$ cat src/rtl/scan_decoder_if.sv
// Select/control and decoded-output bundle for scan_decoder.
// master drives select and control; slave (the decoder) drives outputs.
interface scan_decoder_if #(
   parameter int N = 4
) ();
   logic [N-1:0]      w;
   logic              e;
   logic [1:0]        mode;
   logic              start;
   logic [(1<<N)-1:0] y;
   logic [N-1:0]      idx;
   logic              busy;
   logic              done;

   modport master (
      output w, e, mode, start,
      input  y, idx, busy, done
   );

   modport slave (
      input  w, e, mode, start,
      output y, idx, busy, done
   );
endinterface

$ cat src/rtl/scan_decoder.sv
// Registered N-to-2^N one-hot decoder with direct, scan, single-sweep and hold modes.
// Define SCAN_DECODER_ACTIVE_LOW_EN to drive y inverted (common-anode displays).
module scan_decoder #(
   parameter int N     = 4,
   parameter int DWELL = 4
) (
   input  logic          clk,
   input  logic          rst_n,
   scan_decoder_if.slave bus
);
   localparam int W  = 1 << N;
   localparam int CW = (DWELL > 1) ? $clog2(DWELL) : 1;

   localparam logic [CW-1:0] CNT_LAST = CW'(DWELL - 1);
   localparam logic [N-1:0]  IDX_LAST = '1;
   localparam logic [W-1:0]  ONE      = W'(1);

   localparam logic [1:0] MODE_DIRECT = 2'b00;
   localparam logic [1:0] MODE_SCAN   = 2'b01;
   localparam logic [1:0] MODE_SWEEP  = 2'b10;

   typedef enum logic [2:0] {
      ST_DIRECT,
      ST_SCAN,
      ST_SWEEP_IDLE,
      ST_SWEEP_RUN,
      ST_HOLD
   } state_t;

   state_t        r_state;
   logic [W-1:0]  r_y;
   logic [N-1:0]  r_idx;
   logic [CW-1:0] r_cnt;
   logic          r_busy;
   logic          r_done;
   logic          r_lit;

   logic          w_cnt_last;
   logic [N-1:0]  w_step_idx;
   logic [CW-1:0] w_step_cnt;
   logic [W-1:0]  w_dec_w;
   logic [W-1:0]  w_dec_step;
   logic [W-1:0]  w_dec_idx;

   // One dwell step: advance idx when the current index has been shown DWELL cycles.
   assign w_cnt_last = (r_cnt == CNT_LAST);
   assign w_step_idx = w_cnt_last ? r_idx + 1'b1 : r_idx;
   assign w_step_cnt = w_cnt_last ? '0 : r_cnt + 1'b1;

   genvar gi;
   generate
      for (gi = 0; gi < W; gi++) begin : g_dec
         assign w_dec_w[gi]    = (bus.w == N'(gi));
         assign w_dec_step[gi] = (w_step_idx == N'(gi));
         assign w_dec_idx[gi]  = (r_idx == N'(gi));
      end
   endgenerate

   always_ff @(posedge clk) begin
      if (!rst_n) begin
         r_state <= ST_DIRECT;
         r_y     <= '0;
         r_idx   <= '0;
         r_cnt   <= '0;
         r_busy  <= 1'b0;
         r_done  <= 1'b0;
         r_lit   <= 1'b0;
      end else begin
         r_done <= 1'b0;
         case (bus.mode)
            MODE_DIRECT: begin
               r_state <= ST_DIRECT;
               r_y     <= bus.e ? w_dec_w : '0;
               r_idx   <= bus.w;
               r_cnt   <= '0;
               r_busy  <= 1'b0;
            end

            MODE_SCAN: begin
               r_state <= ST_SCAN;
               r_busy  <= 1'b0;
               if (r_state == ST_SCAN || r_state == ST_HOLD) begin
                  if (bus.e) begin
                     r_idx <= w_step_idx;
                     r_cnt <= w_step_cnt;
                     r_y   <= w_dec_step;
                  end else begin
                     r_y <= '0;
                  end
               end else begin
                  r_idx <= '0;
                  r_cnt <= '0;
                  r_y   <= bus.e ? ONE : '0;
               end
            end

            MODE_SWEEP: begin
               // A sweep paused in HOLD resumes where it stopped.
               if (r_state == ST_SWEEP_RUN || (r_state == ST_HOLD && r_busy)) begin
                  r_state <= ST_SWEEP_RUN;
                  if (!bus.e) begin
                     r_y <= '0;
                  end else if (w_cnt_last && r_idx == IDX_LAST) begin
                     r_state <= ST_SWEEP_IDLE;
                     r_done  <= 1'b1;
                     r_busy  <= 1'b0;
                     r_y     <= '0;
                     r_idx   <= '0;
                     r_cnt   <= '0;
                  end else begin
                     r_idx <= w_step_idx;
                     r_cnt <= w_step_cnt;
                     r_y   <= w_dec_step;
                  end
               end else if (r_state == ST_SWEEP_IDLE) begin
                  if (bus.start) begin
                     r_state <= ST_SWEEP_RUN;
                     r_busy  <= 1'b1;
                     r_idx   <= '0;
                     r_cnt   <= '0;
                     r_y     <= bus.e ? ONE : '0;
                  end
               end else begin
                  r_state <= ST_SWEEP_IDLE;
                  r_busy  <= 1'b0;
                  r_idx   <= '0;
                  r_cnt   <= '0;
                  r_y     <= '0;
               end
            end

            default: begin
               // r_lit remembers whether an index was lit on entry, so e can blank and restore it.
               r_state <= ST_HOLD;
               if (r_state != ST_HOLD) begin
                  r_lit <= |r_y;
                  r_y   <= bus.e ? r_y : '0;
               end else begin
                  r_y <= (bus.e && r_lit) ? w_dec_idx : '0;
               end
            end
         endcase
      end
   end

`ifdef SCAN_DECODER_ACTIVE_LOW_EN
   assign bus.y = ~r_y;
`else
   assign bus.y = r_y;
`endif
   assign bus.idx  = r_idx;
   assign bus.busy = r_busy;
   assign bus.done = r_done;

endmodule
$ cat src/flat_wrapper.sv
// flat-port wrapper written by rule: the top's interface ports become plain ports
module scan_decoder_flat 
#(
   parameter int N     = 4,
   parameter int DWELL = 4
)
  (clk, rst_n, bus_w, bus_e, bus_mode, bus_start, bus_y, bus_idx, bus_busy, bus_done);
  scan_decoder_if #(.N(N)) bus_i ();
  input  logic clk;
  input  logic rst_n;
  input wire logic [$bits(bus_i.w)-1:0] bus_w;
  input wire logic [$bits(bus_i.e)-1:0] bus_e;
  input wire logic [$bits(bus_i.mode)-1:0] bus_mode;
  input wire logic [$bits(bus_i.start)-1:0] bus_start;
  output wire logic [$bits(bus_i.y)-1:0] bus_y;
  output wire logic [$bits(bus_i.idx)-1:0] bus_idx;
  output wire logic [$bits(bus_i.busy)-1:0] bus_busy;
  output wire logic [$bits(bus_i.done)-1:0] bus_done;
  assign bus_i.w = bus_w;
  assign bus_i.e = bus_e;
  assign bus_i.mode = bus_mode;
  assign bus_i.start = bus_start;
  assign bus_y = bus_i.y;
  assign bus_idx = bus_i.idx;
  assign bus_busy = bus_i.busy;
  assign bus_done = bus_i.done;
  scan_decoder #(.N(N), .DWELL(DWELL)) u_core (.clk(clk), .rst_n(rst_n), .bus(bus_i));
endmodule
$ cat config.mk
export PLATFORM = sky130hd
export DESIGN_NAME = scan_decoder_flat
export DESIGN_NICKNAME = d
export VERILOG_FILES = /design/src/rtl/scan_decoder_if.sv /design/src/rtl/scan_decoder.sv /design/src/flat_wrapper.sv
export SDC_FILE = /design/constraint.sdc
export NUM_CORES = 1
export LEC_CHECK = 0
export ABC_AREA = 0
export BUFFER_PORTS_ARGS = -buffer_cell sky130_fd_sc_hd__clkbuf_2
export CORE_UTILIZATION = 45
export DETAILED_ROUTE_END_ITERATION = 8
export HOLD_SLACK_MARGIN = 0.08
export PLACE_DENSITY = 0.7
export SKIP_LAST_GASP = 1
export SYNTH_ARGS = -nofsm -noshare
export SYNTH_HDL_FRONTEND = slang
export SYNTH_SLANG_ARGS = --single-unit
$ cat constraint.sdc
create_clock -name clk -period 2.4 [get_ports clk]
set_clock_uncertainty 0.05 [all_clocks]
set_input_delay 0.36 -clock clk [delete_from_list [all_inputs] [get_ports clk]]
set_output_delay 0.36 -clock clk [all_outputs]
set_load 0.03 [all_outputs]
== Yosys cells after proc, flatten, opt, wreduce, memory -nomap -nowiden ==
Index checks and enable logic that the tools add are counted.
Word-level totals
  flip-flop bits (word level): 28
  latch bits: 0
  RAM bits: 0
  bits in read-only memories: 0
  input port bits: 10
  output and inout bits: 22
  logic and storage cells: 131
  memories: 0
Operators by class
  add/sub/neg operators: 2
  $mul: 0
  div/mod/pow operators: 0
  magnitude comparators: 0
  eq/ne operators: 58
  shifts and indexed selects: 0
  muxes and demuxes: 44
  bitwise operators: 1
  reductions and logical operators: 19
Operators with widths (count)
  two-way mux 16 bit: 11
  equality test 4 bit, second input constant: 24
  equality test 4 x 3 -> 1 bit, second input constant: 12
  one-hot mux 16 bit (3 select lines): 1
  two-way mux 4 bit: 8
  equality test 4 x 2 -> 1 bit, second input constant: 6
  two-way mux 2 bit: 8
  OR reduction 16 bit: 1
  equality test 4 x 1 -> 1 bit, second input constant: 3
  logical NOT 4 bit: 3
  two-way mux 3 bit: 4
  inequality test 3 bit, second input constant: 4
  one-hot mux 4 bit (3 select lines): 1
  AND reduction 4 bit: 3
  one-hot mux 3 bit (3 select lines): 1
  two-way mux 1 bit: 8
  equality test 3 x 2 -> 1 bit, second input constant: 2
  one-hot mux 2 bit (3 select lines): 1
  inequality test 5 bit, second input constant: 1
  adder 4 x 1 -> 4 bit, second input constant: 1
  equality test 2 bit, second input constant: 2
  inequality test 4 x 3 -> 1 bit, second input constant: 1
  AND reduction 2 bit: 2
  equality test 3 x 1 -> 1 bit, second input constant: 1
  12 further kinds: 15

== Logic depth before layout (Yosys ltp) ==
Gate-level depths: netlist of run 1.
  depth in word-level cells: 7
  depth in mapped cells: 9
  mapped depth without buffers: 7

== Worst setup path after synthesis of run 1 ==
Ideal clock, no wire load.
  path kind: register to register
  start: register u_core.r_idx[1], in the netlist u_core.bus.idx[1]
  end: register u_core.r_y[2], in the netlist u_core.bus.y[2]
  setup time: 0.081 ns
  arrival time: 2.074 ns
  data required time: 2.269 ns
  path slack: 0.195 ns
  cell stages (with the launch flop): 9
  buffers on the path: 1
  clock period less this slack: 2.205 ns
  path through: dfxtp_1 -> buf_2 -> inv_1 -> ha_1 -> nand2_1 -> mux2_2 -> a211oi_1 -> nand3b_1 -> a41oi_1
Between the ends
  word-level cells in the longest chain between the ends: 7
  elaborated cells between the ends (all ways): 14
  those cells by class: add/sub: 1; eq/ne: 3; mux: 9; reduce/logical: 1
RTL lines
  start: declaration: line scan_decoder.sv:32  | logic [N-1:0] r_idx;
  start signal: assignment: line scan_decoder.sv:74  | r_idx <= bus.w;
  start signal: assignment: line scan_decoder.sv:84  | r_idx <= w_step_idx;
  start signal: assignment: line scan_decoder.sv:111  | r_idx <= w_step_idx;
  adder 4 x 1 -> 4 bit: line scan_decoder.sv:47  | assign w_step_idx = w_cnt_last ? r_idx + 1'b1 : r_idx;
  two-way mux 4 bit: line scan_decoder.sv:47
  equality test 4 x 2 -> 1 bit: line scan_decoder.sv:54  | assign w_dec_step[gi] = (w_step_idx == N'(gi));
  two-way mux 16 bit: line scan_decoder.sv:103  | end else if (w_cnt_last && r_idx == IDX_LAST) begin
  two-way mux 16 bit: line scan_decoder.sv:101  | if (!bus.e) begin
  two-way mux 16 bit: line scan_decoder.sv:99  | if (r_state == ST_SWEEP_RUN || (r_state == ST_HOLD && r_busy)) begin
  one-hot mux 16 bit (3 select lines) (*): line scan_decoder.sv:70  | case (bus.mode)
  end signal: assignment: line scan_decoder.sv:73  | r_y <= bus.e ? w_dec_w : '0;
  end signal: assignment: line scan_decoder.sv:86  | r_y <= w_dec_step;
  end signal: assignment: line scan_decoder.sv:113  | r_y <= w_dec_step;
  end: declaration: line scan_decoder.sv:31  | logic [W-1:0] r_y;
Mark *: on every way between the ends. The rest lies on a longest branch, timed or not.
A chain may end at the register's enable or synchronous reset.

== Worst setup path after layout of run 1 ==
  start: register u_core.r_state[1]
  end: register u_core.r_idx[3], in the netlist u_core.bus.idx[3]
Between the ends
  word-level cells in the longest chain between the ends: 5
  elaborated cells between the ends (all ways): 15
  those cells by class: eq/ne: 7; mux: 4; reduce/logical: 4
RTL lines
  start: declaration: line scan_decoder.sv:30  | state_t r_state;
  start signal: assignment: line scan_decoder.sv:61  | r_state <= ST_DIRECT;
  start signal: assignment: line scan_decoder.sv:72  | r_state <= ST_DIRECT;
  start signal: assignment: line scan_decoder.sv:80  | r_state <= ST_SCAN;
  equality test 3 bit: line scan_decoder.sv:82, scan_decoder.sv:99
  logical AND 1 bit: line scan_decoder.sv:99
  logical OR 1 bit: line scan_decoder.sv:99
  inequality test 4 x 3 -> 1 bit (no source line) (tied with other cells)
  AND reduction 4 bit (no source line) / one-hot mux 4 bit (3 select lines) (equally long branches)
Parallel ways exist; a longest one is shown, timed or not.

==> out/metrics.csv, run 1 <==
stage,metric,value,unit
run_status,status,"complete, no violations",
clock_network,cts.path.max_buffers,2,
critical_path,crit_cells,6,
floorplanning,dieHeight,70.18,um
finish,fin_area,2421,um^2
run,cap_violations,0,
finish,nNetsFinal,330,
global_route,antenna_found_initial,0,
clock_network,cts_root_buffer,clkbuf_8,
timing,fin_tns_setup,0,ns
critical_path,setup.worst_path.end,u_core.bus.idx[3]$_SDFFE_PN0P_,
critical_path,crit_arrival,2.26,ns
critical_path,cpMaxStageDelayCell,dfxtp_1,
timing,maxSlewHeadroom,0.6189,
critical_path,r2r_start,u_core.r_state[1]$_SDFFE_PN0N_,
yosys,ys_seq_area_frac,0.2679,
timing,rsz0062_at_grt,false,
clock_network,clkTransAtPathRegs,0.10,ns
routing,ant_nets,0,
critical_path,critPathRequiredTime,2.55,ns
timing,worstMarginPinSlew,0.5705,ns
timing,setup_viol,0,
critical_path,r2r_end,u_core.bus.idx[3]$_SDFFE_PN0P_,
yosys,syn_inst,275,
routing,drtPass1Iterations,5,
global_route,track_usage,0.2566,
yosys,synth-seq-cells,28,
timing,hold_viol,0,
yosys,avgSynthCellArea,7.607,um^2
clock_network,cts_resized,0,
critical_path,cp_max_fo,11,
floorplanning,die-width,70.18,um
yosys,yosys_warnings,0,
finish,syn_to_final_growth,15.73,%
critical_path,reg2reg_slack,0.28,ns
placed_design,placed_area,2366,um^2
routing,drt-initial-drc-count,260,
yosys,yosys_most_used_dff,dfxtp_1,
floorplanning,dieArea,4925,um^2
timing,finalCriticalPeriod,2.116,ns
power,sequentialPowerShare,0.459,
global_route,grt_pass1_wl,10170,um
yosys,synthArstFlopShare,0,
power,p_leak,0.9304,nW
global_route,grt_overflow_total,0,
min_path,min_path_type,primary input to flip-flop,
clock_network,cts_inserted_buffers,3,
routing,avgRoutedWirePerCell,17.27,um
placed_design,place.gp.congestion,0.9574,
critical_path,reg2reg_depth,6,
placed_design,place_hpwl,4619,um
routing,vias,2277,
power,combPwrFrac,0.268,
routing,drc,0,
critical_path,cp-startpoint,u_core.r_state[1]$_SDFFE_PN0N_,
power,sw_frac_of_total,0.3359,
finish,diodes,0,
power,vdd.ir_drop.worst,0.2614,mV
floorplanning,coreArea,4414,um^2
routing,via_per_inst,6.290,
floorplanning,initial_core_util,0.4739,
critical_path,critPathCaptureType,flip-flop,
global_route,grt_max_degree,25,
power,pwr-share-clk,0.272,
placed_design,port_buffers,31,
clock_network,clock_latency,0.27,ns
timing,fin_crit_sh,0.8815,
critical_path,start_kind,flip-flop,
floorplanning,std_cell_rows,24,
critical_path,path_buf_inv,1,
timing,fmax,0.4727,GHz
timing,drv_slew,0,
clock_network,cts_max_level,1,
clock_network,numClockSinks,28,
power,power_density,460.9,nW/um^2
critical_path,worst-setup-path-type,flip-flop to flip-flop,
finish,drive_gt1_frac,0.2129,
yosys,synth_edf_count,0,
yosys,syn_nets,294,
clock_network,cts.hold.buffers_added,0,
yosys,netlist_area,2092,um^2
routing,wl,6250,um
clock_network,cts_setup_buffers,0,
critical_path,critPathMaxStageDelay,0.45,ns
clock_network,cts_tree,yes,
critical_path,critPathTopFamily,compound AO/OA/AOI/OAI gates,
power,p_switching,374.7,uW
finish,final_cell_mix,"34 x nand2_1, 31 x clkbuf_2, 28 x dfxtp_1",
critical_path,path_cells,or3b_1 -> o32ai_1 -> buf_4 -> a211oi_2 -> nand2_1 -> o221ai_1,
finish,layout_commonest_cell,nand2_1,
power,p_int,741.0,uW
yosys,ys_types,51,
floorplanning,io_pins,32,
global_route,grt_pass1_vias,1995,
[worst min-delay path, cell delays in order]
cell and delay [ns]:
clkbuf_2 0.12, a21oi_1 0.14, nor3_1 0.05
[stage by stage]
step	total power, mW	hold slack [ns]	std cells	util	worst slack (ns)
final	1.116	0.3991	362	0.5485	0.2845
after global routing	1.166	0.4352	362	0.5485	0.1103
after CTS	1.118	0.3827	362	0.5485	0.2997
after detailed placement	0.8160	0.4028	358	0.5360	0.1237
after global placement	0.8170	0.4012	358	0.5360	0.2205
after floorplan	0.7160	0.3856	275	-	0.1950
[power by group through the flow]
stage / registers, mW / logic, mW / clock network [mW]
after floorplan: 0.552 / 0.164 / 0
after global placement: 0.523 / 0.294 / 0
after detailed placement: 0.523 / 0.293 / 0
after CTS: 0.512 / 0.295 / 0.311
after global routing: 0.517 / 0.324 / 0.325
final: 0.512 / 0.299 / 0.304
[state kept, by name (all words and copies together) (netlist names)]
signal	flops
u_core.bus.busy	1
u_core.bus.done	1
u_core.bus.idx	4
u_core.bus.y	16
u_core.r_cnt	2
u_core.r_lit	1
u_core.r_state	3
[synthesized netlist by cell type, drive strengths merged (9+ instances only)]
cell type,count,share of area
a31oi,12,0.036
nand4,11,0.036
inv,10,0.018
dfxtp,28,0.27
a21oi,23,0.055
nor2,10,0.018
clkbuf,12,0.022
nor2b,9,0.027
nand2,34,0.061
ha,9,0.054
o21ai,20,0.048
[worst min-delay path by stage]
stage	from	to	slack, ns	depth (start not counted)
CTS	bus_mode[0]	u_core.r_state[0]$_SDFFE_PN0N_	0.38	3
global route	bus_mode[0]	u_core.r_state[0]$_SDFFE_PN0N_	0.44	3
floorplan	u_core.r_cnt[1]$_SDFFE_PN0P_	u_core.r_cnt[1]$_SDFFE_PN0P_	0.39	2
global placement	u_core.r_cnt[1]$_SDFFE_PN0P_	u_core.r_cnt[1]$_SDFFE_PN0P_	0.40	2
detailed placement	u_core.r_cnt[1]$_SDFFE_PN0P_	u_core.r_cnt[1]$_SDFFE_PN0P_	0.40	2
finish	bus_mode[0]	u_core.r_state[0]$_SDFFE_PN0N_	0.40	3
[cell families (layout without fill, tap and decap cells)]
group / Yosys count / in the layout / share of synthesized area
compound gates: 90 / 90 / 0.2841
xor+xnor: 1 / 1 / 0.004187
fa+ha+maj: 9 / 9 / 0.05383
buf+inv: 28 / 63 / 0.05682
flops: 28 / 28 / 0.2679
mux: 4 / 4 / 0.02033
simple gates: 115 / 115 / 0.3128
[per-layer routing]
layer / track usage / part of all wire / vias to the layer above
li1: - / - / 1119
met1: 0.3768 / 0.48 / 1030
met2: 0.3932 / 0.43 / 118
met3: 0.03608 / 0.079 / 10
met4: 0.06444 / 0.011 / 0
met5: 0 / 0 / -
[layout make-up]
cell class | count | area, um^2
clock buffer | 4 | 55.05
fill | 448 | 1993
inverter | 10 | 37.54
multi-input combinational | 219 | 1413
sequential | 28 | 560.5
tap | 52 | 65.06
timing repair buffer | 49 | 290.3
Note: power is estimated with default switching activity, not from simulation.
==> run 2: changes to the inputs <==
CORE_UTILIZATION = 57   (was 45)
PLACE_DENSITY = 0.84   (was 0.7)
==> run 2 against run 1 <==
Compared with the run above:
- via count up 4.0%
- die area down 20%
- largest cell class unchanged
- utilization up 16 points
- total power up 2.2%
- worst hold slack worse by 0.020 ns
- non-clock buffer count down 1
- combinational power about the same
- register-to-register slack worse by 0.05 ns
- critical path depth unchanged
- largest power group unchanged
- first-iteration DRC count up 47%
- sequential cell count unchanged
==> out/metrics.csv, run 2 (synthesis results as in run 1) <==
stage,metric,value,unit,change
routing,wl,6131,um,-1.9%
timing,fin_ws,0.2365,ns,-0.04797 ns
floorplanning,std_cell_rows,21,,-13%
finish,layout.filler_cells,296,,-34%
global_route,grt_pass1_vias,2075,,+4.0%
critical_path,critPathCaptureType,flip-flop,,
routing,drtPass1Iterations,5,,unchanged
timing,worstMarginPinSlew,0.5897,ns,+0.01919 ns
power,p_int,763.5,uW,+3.0%
routing,ant_nets,0,,unchanged
power,p_switching,376.8,uW,+0.54%
clock_network,cts_inserted_buffers,3,,unchanged
timing,fmax,0.4622,GHz,-2.2%
critical_path,crit_arrival,2.40,ns,+0.14 ns
floorplanning,io_pins,32,,unchanged
timing,fin_tns_setup,0,ns,unchanged
placed_design,port_buffers,31,,unchanged
clock_network,cts_resized,0,,unchanged
power,power_density,474.4,nW/um^2,+2.9%
critical_path,start_kind,flip-flop,,
clock_network,cts_root_buffer,clkbuf_4,,
floorplanning,coreArea,3416,um^2,-23%
timing,hold_viol,0,,unchanged
power,sequentialPowerShare,0.451,,-0.008
finish,final_cell_mix,"34 x nand2_1, 31 x clkbuf_2, 28 x dfxtp_1",,
critical_path,cp_max_fo,15,,+4
floorplanning,dieArea,3916,um^2,-20%
routing,wl_met2,2606,um,-4.1%
timing,maxSlewHeadroom,0.6061,,-0.01282
clock_network,cts_tree,yes,,
timing,drv_slew,0,,unchanged
finish,final_cells,355,,-1.9%
global_route,grt_pass1_wl,10340,um,+1.7%
timing,fin_crit_sh,0.9015,,+0.01999
power,pwr-share-clk,0.286,,+0.014
routing,drt-initial-drc-count,381,,+47%
finish,largest_reg_flops,16,,unchanged
global_route,grt_max_degree,25,,unchanged
routing,wl_met1,2686,um,-9.6%
power,vdd.ir_drop.worst,0.2512,mV,-3.9%
power,sw_frac_of_total,0.3304,,-0.005436
placed_design,place_hpwl,4390,um,-5.0%
timing,setup_viol,0,,unchanged
finish,layout_commonest_cell,nand2_1,,
routing,wl_met3,649,um,+31%
power,p_leak,0.9247,nW,-0.61%
placed_design,place.gp.congestion,1.055,,+10%
power,combPwrFrac,0.264,,-0.004
clock_network,clkTransAtPathRegs,0.17,ns,+0.07 ns
routing,via_per_inst,6.670,,+6.0%
critical_path,worst-setup-path-type,flip-flop to flip-flop,,
finish,multi_input_area,1413,um^2,unchanged
clock_network,cts.path.max_buffers,2,,unchanged
finish,syn_to_final_growth,14.89,%,
placed_design,pre_cts_ws,0.05556,ns,-0.06815 ns
global_route,grt_overflow_total,0,,unchanged
clock_network,cts.hold.buffers_added,0,,unchanged
floorplanning,initial_core_util,0.6125,,+0.1385
finish,drive_gt1_frac,0.2104,,-0.002547
routing,avgRoutedWirePerCell,17.27,um,about the same
global_route,antenna_found_initial,0,,unchanged
power,total_power,1.140,mW,+2.2%
routing,top_layer,met4,,
run,cap_violations,0,,unchanged
placed_design,placed_cells,351,,-2.0%
timing,hold_ws,0.3796,ns,-0.01953 ns
routing,drc,0,,unchanged
routing,vias,2368,,+4.0%
clock_network,numClockSinks,28,,unchanged
finish,nNetsFinal,329,,-0.30%
run_status,status,"complete, no violations",,
global_route,track_usage,0.3313,,+0.07466
timing,finalCriticalPeriod,2.164,ns,+0.04797 ns
critical_path,critPathRequiredTime,2.64,ns,+0.09 ns
finish,diodes,0,,unchanged
clock_network,cts_setup_buffers,0,,unchanged
floorplanning,die-width,62.58,um,-11%
timing,rsz0062_at_grt,false,,
min_path,min_path_type,primary input to flip-flop,,
clock_network,clock_latency,0.35,ns,+0.08 ns
finish,area.sequential,560.5,um^2,unchanged
clock_network,cts_max_level,1,,unchanged
floorplanning,dieHeight,62.58,um,-11%
==> run 2: cell count changes in the layout (fill, tap and decap cells not counted), sizes merged <==
cell / before / now
clkbuf: 35 / 34
buf: 18 / 17
bufinv: 0 / 1
==> run 2: through the flow <==
| step | utilization | cell area (um^2) |
|---|---|---|
| 5_1_grt | 0.7037 | 2404 |
| 2_1_floorplan | - | 2092 |
| 4_1_cts | 0.7037 | 2404 |
| 6_report | 0.7037 | 2404 |
| 3_5_place_dp | 0.6883 | 2351 |
| 3_3_place_gp | 0.6883 | 2351 |
==> run 2: area by class of cell <==
| class | count | area share |
|---|---|---|
| inverters | 10 | 0.01562 |
| flip-flops and latches | 28 | 0.2332 |
| repair buffers | 48 | 0.1176 |
| well taps | 46 | 0.02395 |
| multi-input cells | 219 | 0.5877 |
| clock inverters | 1 | 0.01249 |
| clock buffers | 3 | 0.009370 |
==> run 2: path summary, 6_finish.rpt <==
path | start | end | slack [ns] | cells past startpoint
min | bus_mode[0] | u_core.r_state[0]$_SDFFE_PN0N_ | 0.38 | 3
min reg2reg | u_core.r_cnt[1]$_SDFFE_PN0P_ | u_core.r_cnt[1]$_SDFFE_PN0P_ | 0.42 | 2
max reg2reg | u_core.r_cnt[0]$_SDFFE_PN0P_ | u_core.bus.y[2]$_SDFFE_PN0P_ | 0.24 | 6
max | u_core.r_cnt[0]$_SDFFE_PN0P_ | u_core.bus.y[2]$_SDFFE_PN0P_ | 0.24 | 6
==> run 2: critical path, stage by stage, from the launching register on <==
cell      delay [ns]
dfxtp_1         0.39
ha_1            0.47
and3_1          0.31
a31oi_1         0.11
a21oi_1         0.43
nand3b_1        0.13
a41oi_1         0.23
==> run 2: per-layer routing <==
metal | vias up | track usage
met5 | - | 0
met4 | 0 | 0.1424
met3 | 25 | 0.05839
met2 | 149 | 0.4837
met1 | 1082 | 0.4730
li1 | 1112 | -
==> run 2: power groups by stage <==
stage,Sequential [mW],Combinational [mW],Clock [mW]
5_1_grt,0.518,0.325,0.346
4_1_cts,0.513,0.293,0.324
6_report,0.514,0.301,0.326
3_3_place_gp,0.523,0.288,0
3_5_place_dp,0.523,0.291,0
2_1_floorplan,0.552,0.164,0
